<file path="src/rtl/matrix_codec_pkg.sv">
// Shared definitions for the matrix encoder/decoder pair: FSM state encoding and
// default frame geometry.
package matrix_codec_pkg;

  typedef enum logic [2:0] {
    StIdle  = 3'd0,
    StRead  = 3'd1,
    StLatch = 3'd2,
    StWrite = 3'd3,
    StCount = 3'd4,
    StDone  = 3'd5
  } state_e;

  localparam int unsigned DefaultWidth = 8;
  localparam int unsigned DefaultDepth = 16;

endpackage

</file>
<file path="src/rtl/matrix_decoder_if.sv">
// Sequencer handshake plus encoded-frame read port and decoded-frame write port.
interface matrix_decoder_if
  import matrix_codec_pkg::*;
#(
  parameter int unsigned WIDTH = DefaultWidth,
  parameter int unsigned DEPTH = DefaultDepth
);
  localparam int unsigned AW = $clog2(DEPTH);

  logic          start;
  logic          busy;
  logic          done;
  logic          rd_en;
  logic [AW-1:0] rd_addr;
  logic [WIDTH-1:0] rd_data;
  logic          wr_en;
  logic [AW-1:0] wr_addr;
  logic [WIDTH-1:0] wr_data;

  modport master (
    input  start, rd_data,
    output busy, done, rd_en, rd_addr, wr_en, wr_addr, wr_data
  );

  modport slave (
    output start, rd_data,
    input  busy, done, rd_en, rd_addr, wr_en, wr_addr, wr_data
  );

endinterface

</file>
<file path="src/rtl/address_counter.sv">
// Frame word counter: synchronous clear, increments on en, saturates at DEPTH-1.
module address_counter #(
  parameter int unsigned DEPTH = 16,
  localparam int unsigned AW = $clog2(DEPTH)
) (
  input  logic          clk,
  input  logic          rst,
  input  logic          clr,
  input  logic          en,
  output logic [AW-1:0] cnt,
  output logic          co
);

  logic [AW-1:0] cnt_q, cnt_d;

  assign co  = (cnt_q == AW'(DEPTH - 1));
  assign cnt = cnt_q;

  // Holding at the terminal value keeps non-power-of-2 frames from wrapping.
  always_comb begin
    cnt_d = cnt_q;
    if (clr) begin
      cnt_d = '0;
    end else if (en && !co) begin
      cnt_d = cnt_q + AW'(1);
    end
  end

  always_ff @(posedge clk or negedge rst) begin
    if (!rst) begin
      cnt_q <= '0;
    end else begin
      cnt_q <= cnt_d;
    end
  end

endmodule

</file>
<file path="src/rtl/matrix_decoder.sv">
// Undoes differential frame encoding: raw[i] = enc[i] ^ raw[i-1], one word per
// four-cycle read/latch/write/count pass.
module matrix_decoder
  import matrix_codec_pkg::*;
#(
  parameter int unsigned WIDTH = DefaultWidth,
  parameter int unsigned DEPTH = DefaultDepth
) (
  input logic              clk,
  input logic              rst,
  matrix_decoder_if.master bus
);

  localparam int unsigned AW = $clog2(DEPTH);

  state_e           state_q, state_d;
  logic [WIDTH-1:0] in_q, prev_q, decoded;
  logic [AW-1:0]    cnt;
  logic             co, cnt_clr, cnt_en;

  logic             rd_en, wr_en, busy, done;
  logic [AW-1:0]    rd_addr, wr_addr;
  logic [WIDTH-1:0] wr_data;

  address_counter #(
    .DEPTH(DEPTH)
  ) u_address_counter (
    .clk (clk),
    .rst (rst),
    .clr (cnt_clr),
    .en  (cnt_en),
    .cnt (cnt),
    .co  (co)
  );

  assign decoded = in_q ^ prev_q;

  always_comb begin
    state_d = StIdle;
    rd_en   = 1'b0;
    rd_addr = '0;
    wr_en   = 1'b0;
    wr_addr = '0;
    wr_data = '0;
    busy    = 1'b1;
    done    = 1'b0;
    cnt_clr = 1'b0;
    cnt_en  = 1'b0;
    case (state_q)
      StIdle: begin
        busy    = 1'b0;
        cnt_clr = 1'b1;
        state_d = bus.start ? StRead : StIdle;
      end
      StRead: begin
        rd_en   = 1'b1;
        rd_addr = cnt;
        state_d = StLatch;
      end
      StLatch: state_d = StWrite;
      StWrite: begin
        wr_en   = 1'b1;
        wr_addr = cnt;
        wr_data = decoded;
        state_d = StCount;
      end
      StCount: begin
        cnt_en  = 1'b1;
        state_d = co ? StDone : StRead;
      end
      StDone: begin
        done    = 1'b1;
        state_d = StIdle;
      end
      default: state_d = StIdle;
    endcase
  end

  always_ff @(posedge clk or negedge rst) begin
    if (!rst) begin
      state_q <= StIdle;
      in_q    <= '0;
      prev_q  <= '0;
    end else begin
      state_q <= state_d;
      if (state_q == StLatch) begin
        in_q <= bus.rd_data;
      end
      // prev carries the last decoded word; cleared so every frame starts from raw[-1] = 0.
      if (state_q == StIdle) begin
        prev_q <= '0;
      end else if (state_q == StWrite) begin
        prev_q <= decoded;
      end
    end
  end

  assign bus.rd_en   = rd_en;
  assign bus.rd_addr = rd_addr;
  assign bus.wr_en   = wr_en;
  assign bus.wr_addr = wr_addr;
  assign bus.wr_data = wr_data;
  assign bus.busy    = busy;
  assign bus.done    = done;

endmodule

</file>
<file path="src/flat_wrapper.sv">
// flat-port wrapper written by rule: the top's interface ports become plain ports
module matrix_decoder_flat import matrix_codec_pkg::*;
#(
  parameter int unsigned WIDTH = DefaultWidth,
  parameter int unsigned DEPTH = DefaultDepth
)
  (clk, rst, bus_start, bus_rd_data, bus_busy, bus_done, bus_rd_en, bus_rd_addr, bus_wr_en, bus_wr_addr, bus_wr_data);
  matrix_decoder_if #(.WIDTH(WIDTH), .DEPTH(DEPTH)) bus_i ();
  input logic clk;
  input logic rst;
  input wire logic [$bits(bus_i.start)-1:0] bus_start;
  input wire logic [$bits(bus_i.rd_data)-1:0] bus_rd_data;
  output wire logic [$bits(bus_i.busy)-1:0] bus_busy;
  output wire logic [$bits(bus_i.done)-1:0] bus_done;
  output wire logic [$bits(bus_i.rd_en)-1:0] bus_rd_en;
  output wire logic [$bits(bus_i.rd_addr)-1:0] bus_rd_addr;
  output wire logic [$bits(bus_i.wr_en)-1:0] bus_wr_en;
  output wire logic [$bits(bus_i.wr_addr)-1:0] bus_wr_addr;
  output wire logic [$bits(bus_i.wr_data)-1:0] bus_wr_data;
  assign bus_i.start = bus_start;
  assign bus_i.rd_data = bus_rd_data;
  assign bus_busy = bus_i.busy;
  assign bus_done = bus_i.done;
  assign bus_rd_en = bus_i.rd_en;
  assign bus_rd_addr = bus_i.rd_addr;
  assign bus_wr_en = bus_i.wr_en;
  assign bus_wr_addr = bus_i.wr_addr;
  assign bus_wr_data = bus_i.wr_data;
  matrix_decoder #(.WIDTH(WIDTH), .DEPTH(DEPTH)) u_core (.clk(clk), .rst(rst), .bus(bus_i));
endmodule
</file>
<file path="config.mk">
export PLATFORM = sky130hd
export DESIGN_NAME = matrix_decoder_flat
export DESIGN_NICKNAME = d
export VERILOG_FILES = /design/src/rtl/matrix_codec_pkg.sv /design/src/rtl/matrix_decoder_if.sv /design/src/rtl/address_counter.sv /design/src/rtl/matrix_decoder.sv /design/src/flat_wrapper.sv
export SDC_FILE = /design/constraint.sdc
export NUM_CORES = 1
export LEC_CHECK = 0
export ABC_AREA = 1
export CAP_MARGIN = 5
export CORE_UTILIZATION = 48
export DETAILED_ROUTE_END_ITERATION = 8
export GPL_ROUTABILITY_DRIVEN = 0
export PLACE_DENSITY = 0.79
export SLEW_MARGIN = 20
export SYNTH_ARGS = -nofsm -noshare
export SYNTH_HDL_FRONTEND = slang
export SYNTH_HIERARCHICAL = 1
export SYNTH_SLANG_ARGS = --single-unit
</file>
<file path="constraint.sdc">
create_clock -name clk -period 1.3 [get_ports clk]
set_input_delay 0.39 -clock clk [delete_from_list [all_inputs] [get_ports clk]]
set_output_delay 0.39 -clock clk [all_outputs]
set_load 0.02 [all_outputs]
</file>
* After elaboration in Yosys (flattened, before gate mapping) *
Index checks and enable logic that the tools add are counted.

operators by class
  add/subtract/negate cells = 1
  equality and inequality tests = 6
  muxes and demuxes = 16
  bitwise operators = 1
  reductions and logical operators = 5

operators with widths
  kind                                                             number
  8-bit 2-to-1 mux                                                 3
  4-bit 2-to-1 mux                                                 4
  3-bit case mux with 5 select lines                               1
  8-bit XOR                                                        1
  1-bit 2-to-1 mux                                                 7
  3-bit by 2-bit == test with 1-bit output, second input constant  2
  3-bit == test, second input constant                             2
  4-bit by 1-bit adder with 4-bit output, second input constant    1
  4-bit == test, second input constant                             1
  2-bit nonzero test                                               2
  3-bit by 1-bit == test with 1-bit output, second input constant  1
  3-bit zero test                                                  1
  3-bit 2-to-1 mux                                                 1
  1-bit logical AND                                                1
  1-bit zero test                                                  1

word-level totals
  register bits = 23
  input port bits = 11
  output and inout bits = 20
  logic and storage cells = 33

* Depth between registers and ports, before layout *
Gate-level depths: netlist (run 1).

  depth in word-level cells = 5
  mapped depth = 8
  depth with buffers taken out = 8

* Modules after synthesis *
The synthesis (run 1) kept the hierarchy.

modules (own cells, without submodules)
  module           instances  cells each  area each (um2)  seq. area each (um2)
  matrix_decoder   1          148         1054.8           475.5
  address_counter  1          29          225.2            100.1

* Least setup slack after synthesis (run 1) *
OpenSTA, ideal clock, no wires.

  kind = reg2out
  from = register u_core.state_q[1]
  to = output bus_wr_data[0]
  data arrival time = 1.092 ns
  required time = 0.910 ns
  path slack = -0.182 ns
  stages on the path, launching flop included = 5
  buffers on the path = 0
  cells stage by stage = dfrtp_1 nand3_4 clkinv_1 nand2_1 inv_1

on the way
  word-level cells in the longest chain between the ends = 2

ends and longest elaborated chain
  what                                      line                  text
  from (decl)                               matrix_decoder.sv:16  state_e state_q, state_d;
  from (signal assigned)                    matrix_decoder.sv:81  state_q <= StIdle;
  from (signal assigned)                    matrix_decoder.sv:85  state_q <= state_d;
  3-bit by 2-bit == test with 1-bit output  matrix_decoder.sv:49  case (state_q)
  8-bit 2-to-1 mux                          matrix_decoder.sv:49
  to (decl)                                 flat_wrapper.sv:19    output wire logic [$bits(bus_i.wr_data)-1:0] bus_wr_data;

Every way passes these cells.

* Worst setup path after layout (run 1) *
  from = register u_core.state_q[0]
  to = output bus_wr_data[7]

Same word-level chain as after synthesis.

==> results of run 1 <==
[state kept, by name, indices dropped and copies added, names as in the netlist]
signal	count
u_core/state_q	3
u_core/prev_q	8
u_core/in_q	8
u_core/u_address_counter/cnt	4
[layout make-up]
cell class	count	area [µm²]	share of cell area
Tap cell	30	37.54	0.01812
Sequential cell	23	578.1	0.2790
Inverter	47	183.9	0.08877
Timing Repair inverter	1	8.758	0.004227
Timing Repair Buffer	59	564.3	0.2723
Clock buffer	4	26.28	0.01268
Multi-Input combinational cell	107	673.1	0.3249
[layer usage]
layer	GRT usage	wire length, µm	up-vias
met5	0	0	-
met4	0.1140	92	0
met3	0.05085	181	11
met2	0.4250	1913	46
met1	0.2775	1407	642
li1	-	-	654
[metrics by stage]
step | hold WS, ns | TNS, ns | worst slack (ns) | instance area [µm²]
6_report | 0.3990 | -9.192 | -0.4506 | 2072
3_3_place_gp | 0.4865 | -9.703 | -0.4848 | 1809
5_1_grt | 0.4019 | -10.94 | -0.5073 | 2072
4_1_cts | 0.4001 | -7.693 | -0.4210 | 1926
3_5_place_dp | 0.4930 | -10.35 | -0.5370 | 1809
2_1_floorplan | 0.09441 | -0.5132 | -0.09017 | 1319
[where the power goes]
| group | internal, µW | switching (µW) |
|---|---|---|
| Clock | 120 | 210 |
| Combinational | 91.1 | 103 |
| Sequential | 765 | 41.9 |
| Total | 976 | 355 |
[worst max-delay path, delay by kind of cell, from the launching register on]
kind | cells | cell delay [ns]
DFF | 1 | 0.49
and+or+nand+nor | 2 | 0.26
buffers and inverters | 3 | 0.29
[how the worst max path moves through the flow]
stage | slack [ns] | start | end | cells past startpoint
after CTS | -0.42 | u_core/state_q[2] | bus_wr_data[6] | 6
after global placement | -0.48 | u_core/state_q[2] | bus_wr_addr[0] | 5
final | -0.45 | u_core/state_q[0] | bus_wr_data[7] | 5
after global routing | -0.51 | u_core/state_q[2] | bus_wr_data[7] | 6
after floorplan | -0.09 | u_core/state_q[0] | bus_done | 2
after detailed placement | -0.54 | u_core/state_q[2] | bus_rd_addr[2] | 4
[logic make-up (layout without fill, tap and decap cells)]
kind of cell	Yosys count	in the layout	share of synthesized area
and+or+nand+nor	94	96	0.3226
buffers and inverters	49	111	0.1525
DFF	23	23	0.4497
AOI/OAI and AO/OA	9	9	0.05865
adders and majority gates	1	1	0.009774
xor gates and xnor gates	1	1	0.006844
[cells in the final DEF (no fill, tap or decap), drive strengths merged]
master and n:
clkdlybuf4s50 10, o21ai 9, inv 46, nand3 17
dfrtp 23, nand2 64, nand4 2, nor2 12
nor3 1, clkinv 2, ha 1, buf 49
xor2 1, clkbuf 4
[Yosys cell counts (all sizes together)]
| library cell | instances |
|---|---|
| buf | 2 |
| clkinv | 1 |
| dfrtp | 23 |
| ha | 1 |
| inv | 46 |
| nand2 | 64 |
| nand3 | 15 |
| nand4 | 2 |
| nor2 | 12 |
| nor3 | 1 |
| o21ai | 9 |
| xor2 | 1 |
[repair_timing]
action	CTS	global route
endpoints found under the setup margin	24	34
cloned	1	2
gates resized for setup	132	27
pin swaps	7	5
buffers inserted	6	4
==> impl_metrics.csv, run 1 <==
group,metric,value,unit
setup_path,max_stage_delay,0.49,ns
synthesis,synth_top_cell_by_area,"dfrtp_1",
synthesis,synth_fp_nets,189,
global_route,grt_overflow,0,
floorplan,rows,18,
clock_tree,cts-root-buf,"clkbuf_4",
floorplan,die_w,53.64,µm
timing,relSlewSlack,0.8768,
layout,final_core_util,0.8288,
timing,period_share,1.347,
layout,final_layout_size_suffix_gt1_frac,0.4481,
setup_path,r2r_slack,-0.18,ns
setup_path,crit_slowest_cell,"dfrtp_2",
global_route,antenna_found_initial,0,
setup_path,endpoint_kind,"output port",
setup_path,r2r_cells,9,
power,total_power,1330,µW
power,powerDensity,642.1,nW/µm²
setup_path,r2r_end,"u_core/u_address_counter/cnt[3]",
global_route,grt_pass1_wl,4.857,mm
clock_tree,numCtsBuffers,3,
route,drtIter0Drc,37,
synthesis,synth_area,1280,µm²
timing,maxSlewViolCount,0,
layout,layout.cells.non_filler,271,
timing,skew,0.002296,ns
route,postRouteAntennaNets,0,
floorplan,start_util,0.5120,
synthesis,synth-seq-cells,23,
layout,insertedDiodeCount,0,
route,vias_per_cell,4.993,
route,firstDrtPassIters,4,
layout,n_fill_cell,146,
clock_tree,cts_htree_levels,1,
setup_path,worstSetupPathType,"reg2out",
flow_run,maxCapViolations,0,
timing,worst_slew_pin_slew,0.1849,ns
global_route,grt_pass1_vias,1181,
clock_tree,clock_sinks,23,
clock_tree,clk_pin_slew,0.12,ns
timing,setup_violations,32,
synthesis,ys_warn_count,6,
setup_path,worstPathArrival,1.36,ns
placed_design,dp_hpwl,2.042,mm
outcome,failed_checks,"negative setup slack",
synthesis,synth_cell_types,18,
clock_tree,tritoncts,"yes",
layout,area_growth,61.88,%
synthesis,synthCells,177,
route,wire_per_inst,13.26,µm
power,peakVddDrop,788.4,µV
placed_design,io_buffer_count,30,
global_route,grt_start_max_net_pins,24,
route,drc,0,
route,drt_wl_total,3.594,mm
outcome,status,"finished with violations",
floorplan,die_y,53.64,µm
timing,fin_ws,-0.4506,ns
clock_tree,worstSkewPairLatency,0.31,ns
timing,hold_viol,0,
floorplan,ios,31,
synthesis,yosysTopAreaCellShare,0.4497,
setup_path,cp_cell_sequence,"nand3_4, clkinv_4, nand2_2, inv_2, buf_4",
min_path,min_path_type,"in2async",
timing,rsz0062_at_grt,"yes",
synthesis,synth_area_per_cell,7.232,µm²
floorplan,dieArea,2877,µm²
route,vias,1353,
clock_tree,clockBufferDepth,2,
placed_design,place_inst,255,
setup_path,r2r_start,"u_core/state_q[0]",
setup_path,required,0.91,ns
global_route,grtUsageTotal,0.2414,
layout,nets,254,
power,leakagePower,0.001235,µW
floorplan,core,2500,µm²
synthesis,synth-seq-area-share,0.4497,
clock_tree,hold_buffers,0,
synthesis,synthTopCellsByArea,"dfrtp_1 45%, nand2_1 18%, inv_1 13%, o21ai_2 5.5%, nand3_1 5.1%",
setup_path,crit_fanout,5,
timing,period_needed,1.751,ns
timing,fmax,571.2,MHz
setup_path,worstSetupStartpointType,"flip-flop",
Power figures use the tool's default switching activity.
==> inputs of run 2 (changes only) <==
--- a/config.mk
+++ b/config.mk
@@ -11,7 +11,7 @@
 export DETAILED_ROUTE_END_ITERATION = 8
 export GPL_ROUTABILITY_DRIVEN = 0
 export PLACE_DENSITY = 0.79
-export SLEW_MARGIN = 20
+export SLEW_MARGIN = 30
 export SYNTH_ARGS = -nofsm -noshare
 export SYNTH_HDL_FRONTEND = slang
 export SYNTH_HIERARCHICAL = 1
==> constraint.sdc (replaced) <==
create_clock -name clk -period 1.3 [get_ports clk]
set_input_delay 0.26 -clock clk [delete_from_list [all_inputs] [get_ports clk]]
set_output_delay 0.26 -clock clk [all_outputs]
set_load 0.02 [all_outputs]
==> run 2 against run 1 <==
Effect of this change: the run still ends with negative setup slack left; non-clock buffer count is 8 lower; sequential power hardly changed; global-route usage is 2.6 points lower; power is 1.5% lower; critical endpoint is now bus_rd_addr[0]; largest cell class unchanged; largest power group unchanged.
==> impl_metrics.csv, run 2 (synthesis results as in run 1) <==
group,metric,value,unit
outcome,status,"finished with violations",
outcome,failed_checks,"negative setup slack",
floorplan,start_util,0.5120,
layout,nets,244,
power,leakagePower,0.001141,µW
clock_tree,tritoncts,"yes",
route,drt_wl_total,3.155,mm
layout,layout_commonest_cell,"nand2_1",
setup_path,worstSetupStartpointType,"flip-flop",
floorplan,core,2500,µm²
setup_path,max_stage_delay,0.41,ns
global_route,grt_start_max_net_pins,24,
timing,relSlewSlack,0.8004,
setup_path,cp_cell_sequence,"inv_2, buf_4, nand3_4, nor2_1, buf_4",
clock_tree,clk_pin_slew,0.13,ns
timing,skew,0.006177,ns
timing,fin_ws,-0.3094,ns
global_route,antenna_found_initial,0,
layout,insertedDiodeCount,0,
route,postRouteAntennaNets,0,
timing,rsz0062_at_grt,"yes",
global_route,grt_pass1_vias,1024,
layout,n_fill_cell,177,
clock_tree,cts-root-buf,"clkbuf_4",
floorplan,die_w,53.64,µm
setup_path,worstPathArrival,1.35,ns
power,peakVddDrop,586.1,µV
timing,period_needed,1.609,ns
route,drc,0,
timing,period_share,1.238,
clock_tree,hold_buffers,0,
clock_tree,numCtsBuffers,3,
clock_tree,clockBufferDepth,2,
route,vias_per_cell,4.793,
floorplan,ios,31,
global_route,grt_overflow,0,
setup_path,crit_slowest_cell,"dfrtp_1",
placed_design,io_buffer_count,30,
layout,final_layout_size_suffix_gt1_frac,0.3680,
power,powerDensity,682.5,nW/µm²
setup_path,required,1.04,ns
timing,hold_viol,0,
layout,final_cell_mix,"59 x nand2_1, 36 x inv_1, 21 x dfrtp_1",
clock_tree,clock_sinks,23,
route,wire_per_inst,12.09,µm
floorplan,rows,18,
global_route,grtUsageTotal,0.2151,
route,drtIter0Drc,27,
timing,worst_slew_pin_slew,0.2994,ns
setup_path,cp_num_buf_inv,3,
setup_path,crit_family,"flip-flops",
timing,maxSlewViolCount,0,
route,firstDrtPassIters,4,
layout,final_core_util,0.7678,
min_path,min_path_type,"in2async",
route,vias,1251,
setup_path,endpoint_kind,"output port",
setup_path,worstSetupPathType,"reg2out",
flow_run,maxCapViolations,0,
floorplan,die_y,53.64,µm
layout,area_growth,49.95,%
clock_tree,cts_htree_levels,1,
placed_design,pre_cts_ws,-0.3856,ns
power,total_power,1310,µW
timing,setup_violations,32,
setup_path,cp_common_cell,"buf_4",
setup_path,crit_fanout,6,
placed_design,dp_hpwl,2.004,mm
timing,fmax,621.4,MHz
clock_tree,worstSkewPairLatency,0.31,ns
global_route,grt_pass1_wl,4.374,mm
floorplan,dieArea,2877,µm²
==> run 2: what timing repair did <==
action	CTS	global route
pin swaps	1	3
endpoints found under the setup margin	24	24
setup buffers	0	6
resized for setup	117	40
cloned	1	0
==> run 2: worst register-to-register path, stage by stage, from the launching register on <==
cell and delay (ns):
dfrtp_2 0.48, buf_4 0.18, nor2_4 0.11, buf_4 0.11, nand2_1 0.04, inv_1 0.06, nand2_1 0.06, inv_2 0.12
nor2_4 0.05, nand2_1 0.07, nand2_1 0.06
==> run 2: path summary, 6_finish.rpt <==
path                                         from                              end  slack (ns)  depth (start not counted)
worst max-delay path            u_core/state_q[2]                   bus_rd_addr[0]       -0.31                          5
worst min-delay path                          rst                   u_core/in_q[2]        0.28                          2
worst max register to register  u_core/state_q[1]  u_core/u_address_counter/cnt[1]       -0.14                         10
worst min register to register     u_core/in_q[0]                   u_core/in_q[0]        0.52                          2
max in group asynchronous                     rst                u_core/state_q[1]        0.76                          2
min in group clk                   bus_rd_data[7]                   u_core/in_q[7]        0.48                          3
==> run 2: stage by stage <==
stage	hold WS [ns]	cell area (µm²)	TNS [ns]	instances
after global routing	0.3122	1919	-8.759	261
after detailed placement	0.4979	1713	-7.490	250
after CTS	0.2795	1738	-5.282	255
after floorplan	-0.03559	1281	-0.07558	177
final	0.2773	1919	-6.612	261
after global placement	0.4924	1713	-6.892	250
==> run 2: cell type report <==
| cell class | count | area, µm² | area share |
|---|---|---|---|
| clock buffers | 3 | 22.52 | 0.01173 |
| clock inverters | 1 | 5.005 | 0.002608 |
| inverters | 47 | 181.4 | 0.09452 |
| multi-input cells | 105 | 608.1 | 0.3168 |
| flip-flops and latches | 23 | 578.1 | 0.3012 |
| well taps | 30 | 37.54 | 0.01956 |
| repair buffers | 51 | 480.5 | 0.2503 |
| repair inverters | 1 | 6.256 | 0.003259 |
==> run 2: power by group <==
| part | total [µW] | switching, µW | internal (µW) | leakage [µW] |
|---|---|---|---|---|
| Sequential | 805 | 40.0 | 765 | 0.000270 |
| Clock | 331 | 216 | 115 | 0.0000177 |
| Combinational | 174 | 88.7 | 85.6 | 0.000854 |
==> run 2: metal layers <==
metal / vias to the layer above / share of wire / global-route usage
li1: 626 / - / -
met1: 568 / 0.40 / 0.2482
met2: 47 / 0.53 / 0.4021
met3: 10 / 0.046 / 0.03390
met4: 0 / 0.020 / 0.06579
met5: - / 0 / 0
==> inputs of run 3 (changes only) <==
--- a/config.mk
+++ b/config.mk
@@ -9,7 +9,6 @@
 export CAP_MARGIN = 5
 export CORE_UTILIZATION = 48
 export DETAILED_ROUTE_END_ITERATION = 8
-export GPL_ROUTABILITY_DRIVEN = 0
 export PLACE_DENSITY = 0.79
 export SLEW_MARGIN = 30
 export SYNTH_ARGS = -nofsm -noshare
==> results of run 3 <==
Same layout as run 2: the final DEF is identical, and so are final timing and power.
